$ cat config.mk
export PLATFORM = sky130hd
export DESIGN_NAME = par2ser_bit_feeder_flat
export DESIGN_NICKNAME = d
export VERILOG_FILES = /design/src/rtl/par2ser_pkg.sv /design/src/rtl/par2ser_bit_feeder_if.sv /design/src/rtl/par2ser_bit_feeder.sv /design/src/flat_wrapper.sv
export SDC_FILE = /design/constraint.sdc
export NUM_CORES = 1
export LEC_CHECK = 0
export CORE_UTILIZATION = 51
export CTS_BUF_LIST = sky130_fd_sc_hd__clkbuf_16
export DETAILED_ROUTE_END_ITERATION = 8
export GPL_ROUTABILITY_DRIVEN = 0
export PLACE_DENSITY = 0.77
export SLEW_MARGIN = 20
export SYNTH_ARGS = -nofsm -noshare
export SYNTH_HDL_FRONTEND = slang
export SYNTH_SLANG_ARGS = --single-unit
$ cat constraint.sdc
create_clock -name clk -period 2.2 [get_ports clk]
set_clock_uncertainty 0.2 [all_clocks]
set_input_delay 0.44 -clock clk [delete_from_list [all_inputs] [get_ports clk]]
set_output_delay 0.44 -clock clk [all_outputs]
set_load 0.01 [all_outputs]
$ cat src/rtl/par2ser_pkg.sv
// Shared types and helpers for the parallel-to-serial bit feeder.
//   DEFAULT_WIDTH : default word width
//   state_t       : feeder FSM state encoding
//   cnt_width()   : bit-counter width for a given word width
package par2ser_pkg;

    localparam int unsigned DEFAULT_WIDTH = 8;

    typedef enum logic {
        IDLE  = 1'b0,
        SHIFT = 1'b1
    } state_t;

    // Counter must index 0..w-1; never narrower than one bit.
    function automatic int unsigned cnt_width(input int unsigned w);
        return (w > 2) ? $clog2(w) : 1;
    endfunction

endpackage

$ cat src/rtl/par2ser_bit_feeder_if.sv
// Load handshake and serial output bundle of the bit feeder.
//   load_data/load_valid/load_ready : word transfer (upstream -> feeder)
//   out_bit/out_valid/last_bit      : serial stream to the 1101 detector
//   busy                            : a word is shifting or pending
// slave  : the feeder side
// master : the producer / monitor side
interface par2ser_bit_feeder_if
    import par2ser_pkg::*;
#(
    parameter int unsigned WIDTH = DEFAULT_WIDTH
);

    logic [WIDTH-1:0] load_data;
    logic             load_valid;
    logic             load_ready;
    logic             out_bit;
    logic             out_valid;
    logic             last_bit;
    logic             busy;

    modport master (
        output load_data, load_valid,
        input  load_ready, out_bit, out_valid, last_bit, busy
    );

    modport slave (
        input  load_data, load_valid,
        output load_ready, out_bit, out_valid, last_bit, busy
    );

endinterface

$ cat src/rtl/par2ser_bit_feeder.sv
// Serializes parallel words one bit per clock onto the 1101 detector input.
// A one-word pending buffer lets consecutive words stream with no gap.
// Ports:
//   clk   : system clock, rising edge
//   reset : asynchronous active-low reset
//   bus   : par2ser_bit_feeder_if.slave (load handshake + serial outputs)
module par2ser_bit_feeder
    import par2ser_pkg::*;
#(
    parameter int unsigned WIDTH     = DEFAULT_WIDTH,
    parameter bit          MSB_FIRST = 1'b1
) (
    input  logic                  clk,
    input  logic                  reset,
    par2ser_bit_feeder_if.slave   bus
);

    localparam int unsigned          CW       = cnt_width(WIDTH);
    localparam logic [CW-1:0]        CNT_LAST = CW'(WIDTH - 1);

    state_t             state;
    logic [WIDTH-1:0]   shreg;
    logic [WIDTH-1:0]   pend;
    logic               pend_full;
    logic [CW-1:0]      cnt;
    logic               accept;
    logic               end_of_word;
    logic               cur_bit;
    logic [WIDTH-1:0]   shreg_next;

    // Ready depends only on registered state, never on load_valid.
    assign accept      = bus.load_valid && !pend_full;
    assign end_of_word = (state == SHIFT) && (cnt == CNT_LAST);

    // Bit currently presented and the register after one shift step.
    always_comb begin
        cur_bit    = 1'b0;
        shreg_next = shreg;
        if (MSB_FIRST) begin
            cur_bit    = shreg[WIDTH-1];
            shreg_next = {shreg[WIDTH-2:0], 1'b0};
        end else begin
            cur_bit    = shreg[0];
            shreg_next = {1'b0, shreg[WIDTH-1:1]};
        end
    end

    // Feeder FSM, shift register, bit counter and pending buffer.
    always_ff @(posedge clk or negedge reset) begin
        if (!reset) begin
            state     <= IDLE;
            shreg     <= '0;
            pend      <= '0;
            pend_full <= 1'b0;
            cnt       <= '0;
        end else begin
            case (state)
                IDLE: begin
                    if (accept) begin
                        shreg <= bus.load_data;
                        cnt   <= '0;
                        state <= SHIFT;
                    end
                end
                SHIFT: begin
                    if (end_of_word) begin
                        // Pending word wins; ready is low so no accept can collide.
                        if (pend_full) begin
                            shreg     <= pend;
                            pend_full <= 1'b0;
                            cnt       <= '0;
                        end else if (accept) begin
                            shreg <= bus.load_data;
                            cnt   <= '0;
                        end else begin
                            shreg <= '0;
                            cnt   <= '0;
                            state <= IDLE;
                        end
                    end else begin
                        shreg <= shreg_next;
                        cnt   <= cnt + CW'(1);
                        if (accept) begin
                            pend      <= bus.load_data;
                            pend_full <= 1'b1;
                        end
                    end
                end
                default: begin
                    state <= IDLE;
                end
            endcase
        end
    end

    // Outputs decoded purely from registered state; zeros while idle.
    assign bus.load_ready = !pend_full;
    assign bus.out_valid  = (state == SHIFT);
    assign bus.out_bit    = (state == SHIFT) && cur_bit;
    assign bus.last_bit   = end_of_word;
    assign bus.busy       = (state == SHIFT) || pend_full;

endmodule

$ cat src/flat_wrapper.sv
// flat-port wrapper written by rule: the top's interface ports become plain ports
module par2ser_bit_feeder_flat import par2ser_pkg::*;
#(
    parameter int unsigned WIDTH     = DEFAULT_WIDTH,
    parameter bit          MSB_FIRST = 1'b1
)
  (clk, reset, bus_load_data, bus_load_valid, bus_load_ready, bus_out_bit, bus_out_valid, bus_last_bit, bus_busy);
  par2ser_bit_feeder_if #(.WIDTH(WIDTH)) bus_i ();
  input  logic clk;
  input  logic reset;
  input wire logic [$bits(bus_i.load_data)-1:0] bus_load_data;
  input wire logic [$bits(bus_i.load_valid)-1:0] bus_load_valid;
  output wire logic [$bits(bus_i.load_ready)-1:0] bus_load_ready;
  output wire logic [$bits(bus_i.out_bit)-1:0] bus_out_bit;
  output wire logic [$bits(bus_i.out_valid)-1:0] bus_out_valid;
  output wire logic [$bits(bus_i.last_bit)-1:0] bus_last_bit;
  output wire logic [$bits(bus_i.busy)-1:0] bus_busy;
  assign bus_i.load_data = bus_load_data;
  assign bus_i.load_valid = bus_load_valid;
  assign bus_load_ready = bus_i.load_ready;
  assign bus_out_bit = bus_i.out_bit;
  assign bus_out_valid = bus_i.out_valid;
  assign bus_last_bit = bus_i.last_bit;
  assign bus_busy = bus_i.busy;
  par2ser_bit_feeder #(.WIDTH(WIDTH), .MSB_FIRST(MSB_FIRST)) u_core (.clk(clk), .reset(reset), .bus(bus_i));
endmodule
==> summary.txt <==
Global route
  – First-pass GRT wire length: 3000 um
  – Largest net degree at the start of global routing: 22
  – Vias in the first global route: 652
  – Initial antenna violation count: 0
  – Total track usage: 0.206
  – Total gr overflow: 0

Drt
  – Vias: ~660
  – Pre-antenna DRT Iters: 4
  – Wire per inst: 16.3 um
  – WL final: 1870 um
  – Vias per inst: 5.71
  – Remaining DRCs: 0
  – 1st-iter DRT viols: 20
  – Detail Route Antenna Nets: 0

Power and ir drop
  – Flop pwr share: 0.411
  – Tot Pwr: around 1.6 mW
  – Int Pwr: 1.13 mW
  – Gate power share: 0.358
  – Pleak: 0.572 nW
  – Sw frac: 0.290
  – Worst VDD drop: 1.04 mV
  – Clock power share: 0.232
  – Switching power of the nets: 463 uW
  – Pwr/cell area: around 1300 mW/mm^2

Worst setup path
  – CP startpoint kind: flop
  – Crit path capture type: output port
  – Reg-to-reg critical path startpoint: u_core.cnt[0]
  – Worst flop-to-flop path endpoint: u_core.shreg[6]
  – Crit Path Max Fanout: 5
  – CP Class: reg -> out
  – R2R cell count: 5
  – Max incr delay on CP: 0.38 ns
  – Data arrival time of the worst path: 1.46 ns
  – Crit-path cells: ha_1 -> ha_2 -> nand2_1 -> inv_1 -> dlygate4sd2_1
  – CP Data Required Time: about 1.6 ns
  – Flop-to-flop setup slack: 0.23 ns
  – CP max stage cell: dfrtp_1

Clock tree
  – CTS Buf Count: 3
  – Cts hold-fix bufs: 0
  – Clock Root Buffer: clkbuf_16
  – TritonCTS clock tree: yes
  – Htree depth: 1
  – CTS Sinks: 21
  – Clock Latency Late Sink: 0.25 ns
  – Max Buffers Root-to-Sink: 2
  – Clock Pin Slew Worst Setup and Hold Paths: around 0.050 ns

Run
  – Max_cap viols: 0

Synth
  – Gate Count Post-Synth: 71
  – Synth top area cells: dfrtp_1 52%, mux2_4 12%, a221o_1 6.9%
  – Area leader, netlist: dfrtp_1
  – Yosys reg bits: 21
  – Synth warn: 0
  – Post-synthesis compound-gate area fraction: 0.181
  – Xor/xnor share of the synthesized area: 0
  – Post-synth top area share: 0.518
  – Count of different cell masters after synthesis: 25
  – Most common cell in the synthesized netlist: dfrtp_1
  – Synth Flop Type: dfrtp_1
  – Commonest cells post-synth: 21 x dfrtp_1, 8 x mux2_4, 7 x a221o_1, 7 x a32o_1, 4 x buf_6
  – Multiplexer area fraction after synthesis: 0.139
  – Ys async rst share: 1.00
  – Adder-cell share of the synthesized area: 0.0247
  – EDFF count, synth: 0
  – Mapped Nets: 84
  – Simple-gate share of the synthesized area: 0.0801
  – Largest family of logic cells by synthesized area: compound AO/OA/AOI/OAI gates
  – Avg Synthesized Cell Area: between 10 and 15 sq um
  – Sequential area share after synthesis: 0.518
  – Netlist Area Pre-Place: roughly 0.0010 sq mm

Timing
  – Final Hold Vio Count: 0
  – Final Max Slew Viols: 0
  – Period utilization: 0.956
  – Slew of the pin with the lowest slew margin: around 0.30 ns
  – Min Tclk post-route: 2.10 ns
  – Endpoints failing setup: 0
  – Worst relative slew slack: 0.803
  – Max Clk Rate: 475 MHz
  – Setup TNS: 0 ns
  – RSZ-0062 raised after global routing: no

Final layout
  – Nets: 104
  – Area grow syn2layout: 24.7%
  – # diodes: 0
  – Final-layout fill cell count: 138
  – Final std cells w/o fill: 115
  – Share of post-route cells with drive strength above 1: 0.256

Die
  – Initial core utilization: 0.563
  – I/O pins: 16
  – Die X: roughly 47 um
  – Die Y: 46.6 um
  – Die area: 0.00217 sq mm
  – Area of the core: 0.00180 sq mm
  – Row count: 15

Min path
  – Worst hold endpoint: u_core.shreg[7]
  – Hold WC Path Type: reg -> reg
  – WHS Path Cells: 1
  – Min-delay src: u_core.shreg[7]

Status
  – Status: complete, no violations

Placed design
  – Buffers on Ports: 15
  – Dpl cells: roughly 110
  – HPWL after DPL: between 1000 and 1500 um
-- logic make-up (layout without fill, tap and decap cells) --
kind of cell | count (synthesis) | in the layout
adder cells (fa/ha/maj) | 2 | 2
flip-flops | 21 | 21
AND/OR/NAND/NOR | 11 | 11
buffers and inverters | 7 | 26
multiplexers | 10 | 10
AO/OA/AOI/OAI | 20 | 20
-- power groups by stage --
| stage | registers (mW) | logic (mW) | clock network (mW) |
|---|---|---|---|
| finish | 0.656 | 0.571 | 0.370 |
| global route | 0.672 | 0.623 | 0.393 |
| CTS | 0.656 | 0.575 | 0.377 |
| detailed placement | 0.655 | 0.566 | 0 |
| global placement | 0.648 | 0.547 | 0 |
| floorplan | 0.620 | 0.444 | 0 |
-- worst max-delay path, delay by kind of cell (launching register included) --
family                     cells  cell delay, ns
adders and majority gates      2            0.41
DFF                            1            0.38
buffers and inverters          2            0.34
and+or+nand+nor                1            0.09
-- cells in the final DEF (no fill, tap or decap) --
| cell type | n |
|---|---|
| and2_1 | 1 |
| nand2_1 | 2 |
| dlygate4sd2_1 | 1 |
| inv_1 | 3 |
| buf_4 | 5 |
| a21oi_1 | 1 |
| and3_4 | 1 |
| ha_1 | 1 |
| nor2b_4 | 1 |
| ha_2 | 1 |
| clkbuf_16 | 3 |
| a221o_1 | 7 |
| a22o_1 | 2 |
| mux2i_1 | 1 |
| o22ai_1 | 1 |
| mux2_2 | 1 |
| mux2_4 | 8 |
| a21o_1 | 1 |
| a32o_1 | 7 |
| a22oi_1 | 1 |
| and2_4 | 1 |
| dfrtp_1 | 20 |
| nor2_1 | 1 |
| nor2_4 | 1 |
| clkdlybuf4s50_1 | 14 |
| nor2b_1 | 1 |
| or2_1 | 1 |
| dfrtp_2 | 1 |
| nand2b_1 | 1 |
-- timing repair --
item	in CTS	in global routing
resized for setup	2	1
endpoints found under the setup margin	1	2
setup buffers	0	0
-- flip-flops by register name, summed over array words and instances (netlist names) --
| name | count |
|---|---|
| u_core.pend | 8 |
| u_core.cnt | 3 |
| u_core.shreg | 8 |
| u_core.bus.out_valid | 1 |
| u_core.pend_full | 1 |
-- how the worst max path moves through the flow --
| stage | from | endpoint | slack, ns | cells past startpoint |
|---|---|---|---|---|
| 2_1_floorplan | u_core.cnt[0] | u_core.shreg[1] | 0.33 | 5 |
| 5_1_grt | u_core.cnt[0] | bus_last_bit | 0.03 | 5 |
| 3_3_place_gp | bus_load_valid | u_core.pend[7] | 0.10 | 4 |
| 4_1_cts | u_core.bus.out_valid | bus_out_bit | 0.01 | 2 |
| 6_report | u_core.cnt[0] | bus_last_bit | 0.1 | 5 |
| 3_5_place_dp | u_core.cnt[0] | bus_last_bit | 0.08 | 5 |
-- through the flow --
step | hold slack (ns) | setup slack (ns) | area, sq um | util
floorplan | -0.0556 | 0.333 | 1010 | -
global route | 0.326 | 0.0290 | 1260 | 0.702
global placement | 0.294 | 0.102 | 1180 | 0.657
CTS | 0.318 | 0.0106 | 1260 | 0.701
detailed placement | 0.292 | 0.0752 | 1180 | 0.657
finish | 0.309 | 0.0969 | 1260 | 0.702
-- layout make-up --
| type | count | area, sq um | area share |
|---|---|---|---|
| clock buffer | 3 | 75.1 | 0.0593 |
| clock inverter | 1 | 3.75 | 0.00297 |
| inverter | 2 | 7.51 | 0.00593 |
| multi-input combinational | 43 | 434 | 0.343 |
| sequential | 21 | 527 | 0.416 |
| tap | 25 | 31.3 | 0.0247 |
| timing repair buffer | 20 | 186 | 0.147 |
-- routing by layer --
| layer | share of wire | vias to the layer above | routed length, um | track usage |
|---|---|---|---|---|
| met5 | 0 | - | 0 | 0 |
| met4 | 0.0053 | 0 | 10 | 0.0353 |
| met3 | 0.032 | 2 | 60 | 0.0706 |
| met2 | 0.49 | 11 | 910 | 0.319 |
| met1 | 0.48 | 329 | 889 | 0.281 |
| li1 | - | 315 | - | - |
No activity file was read; power rests on OpenSTA's default activity.
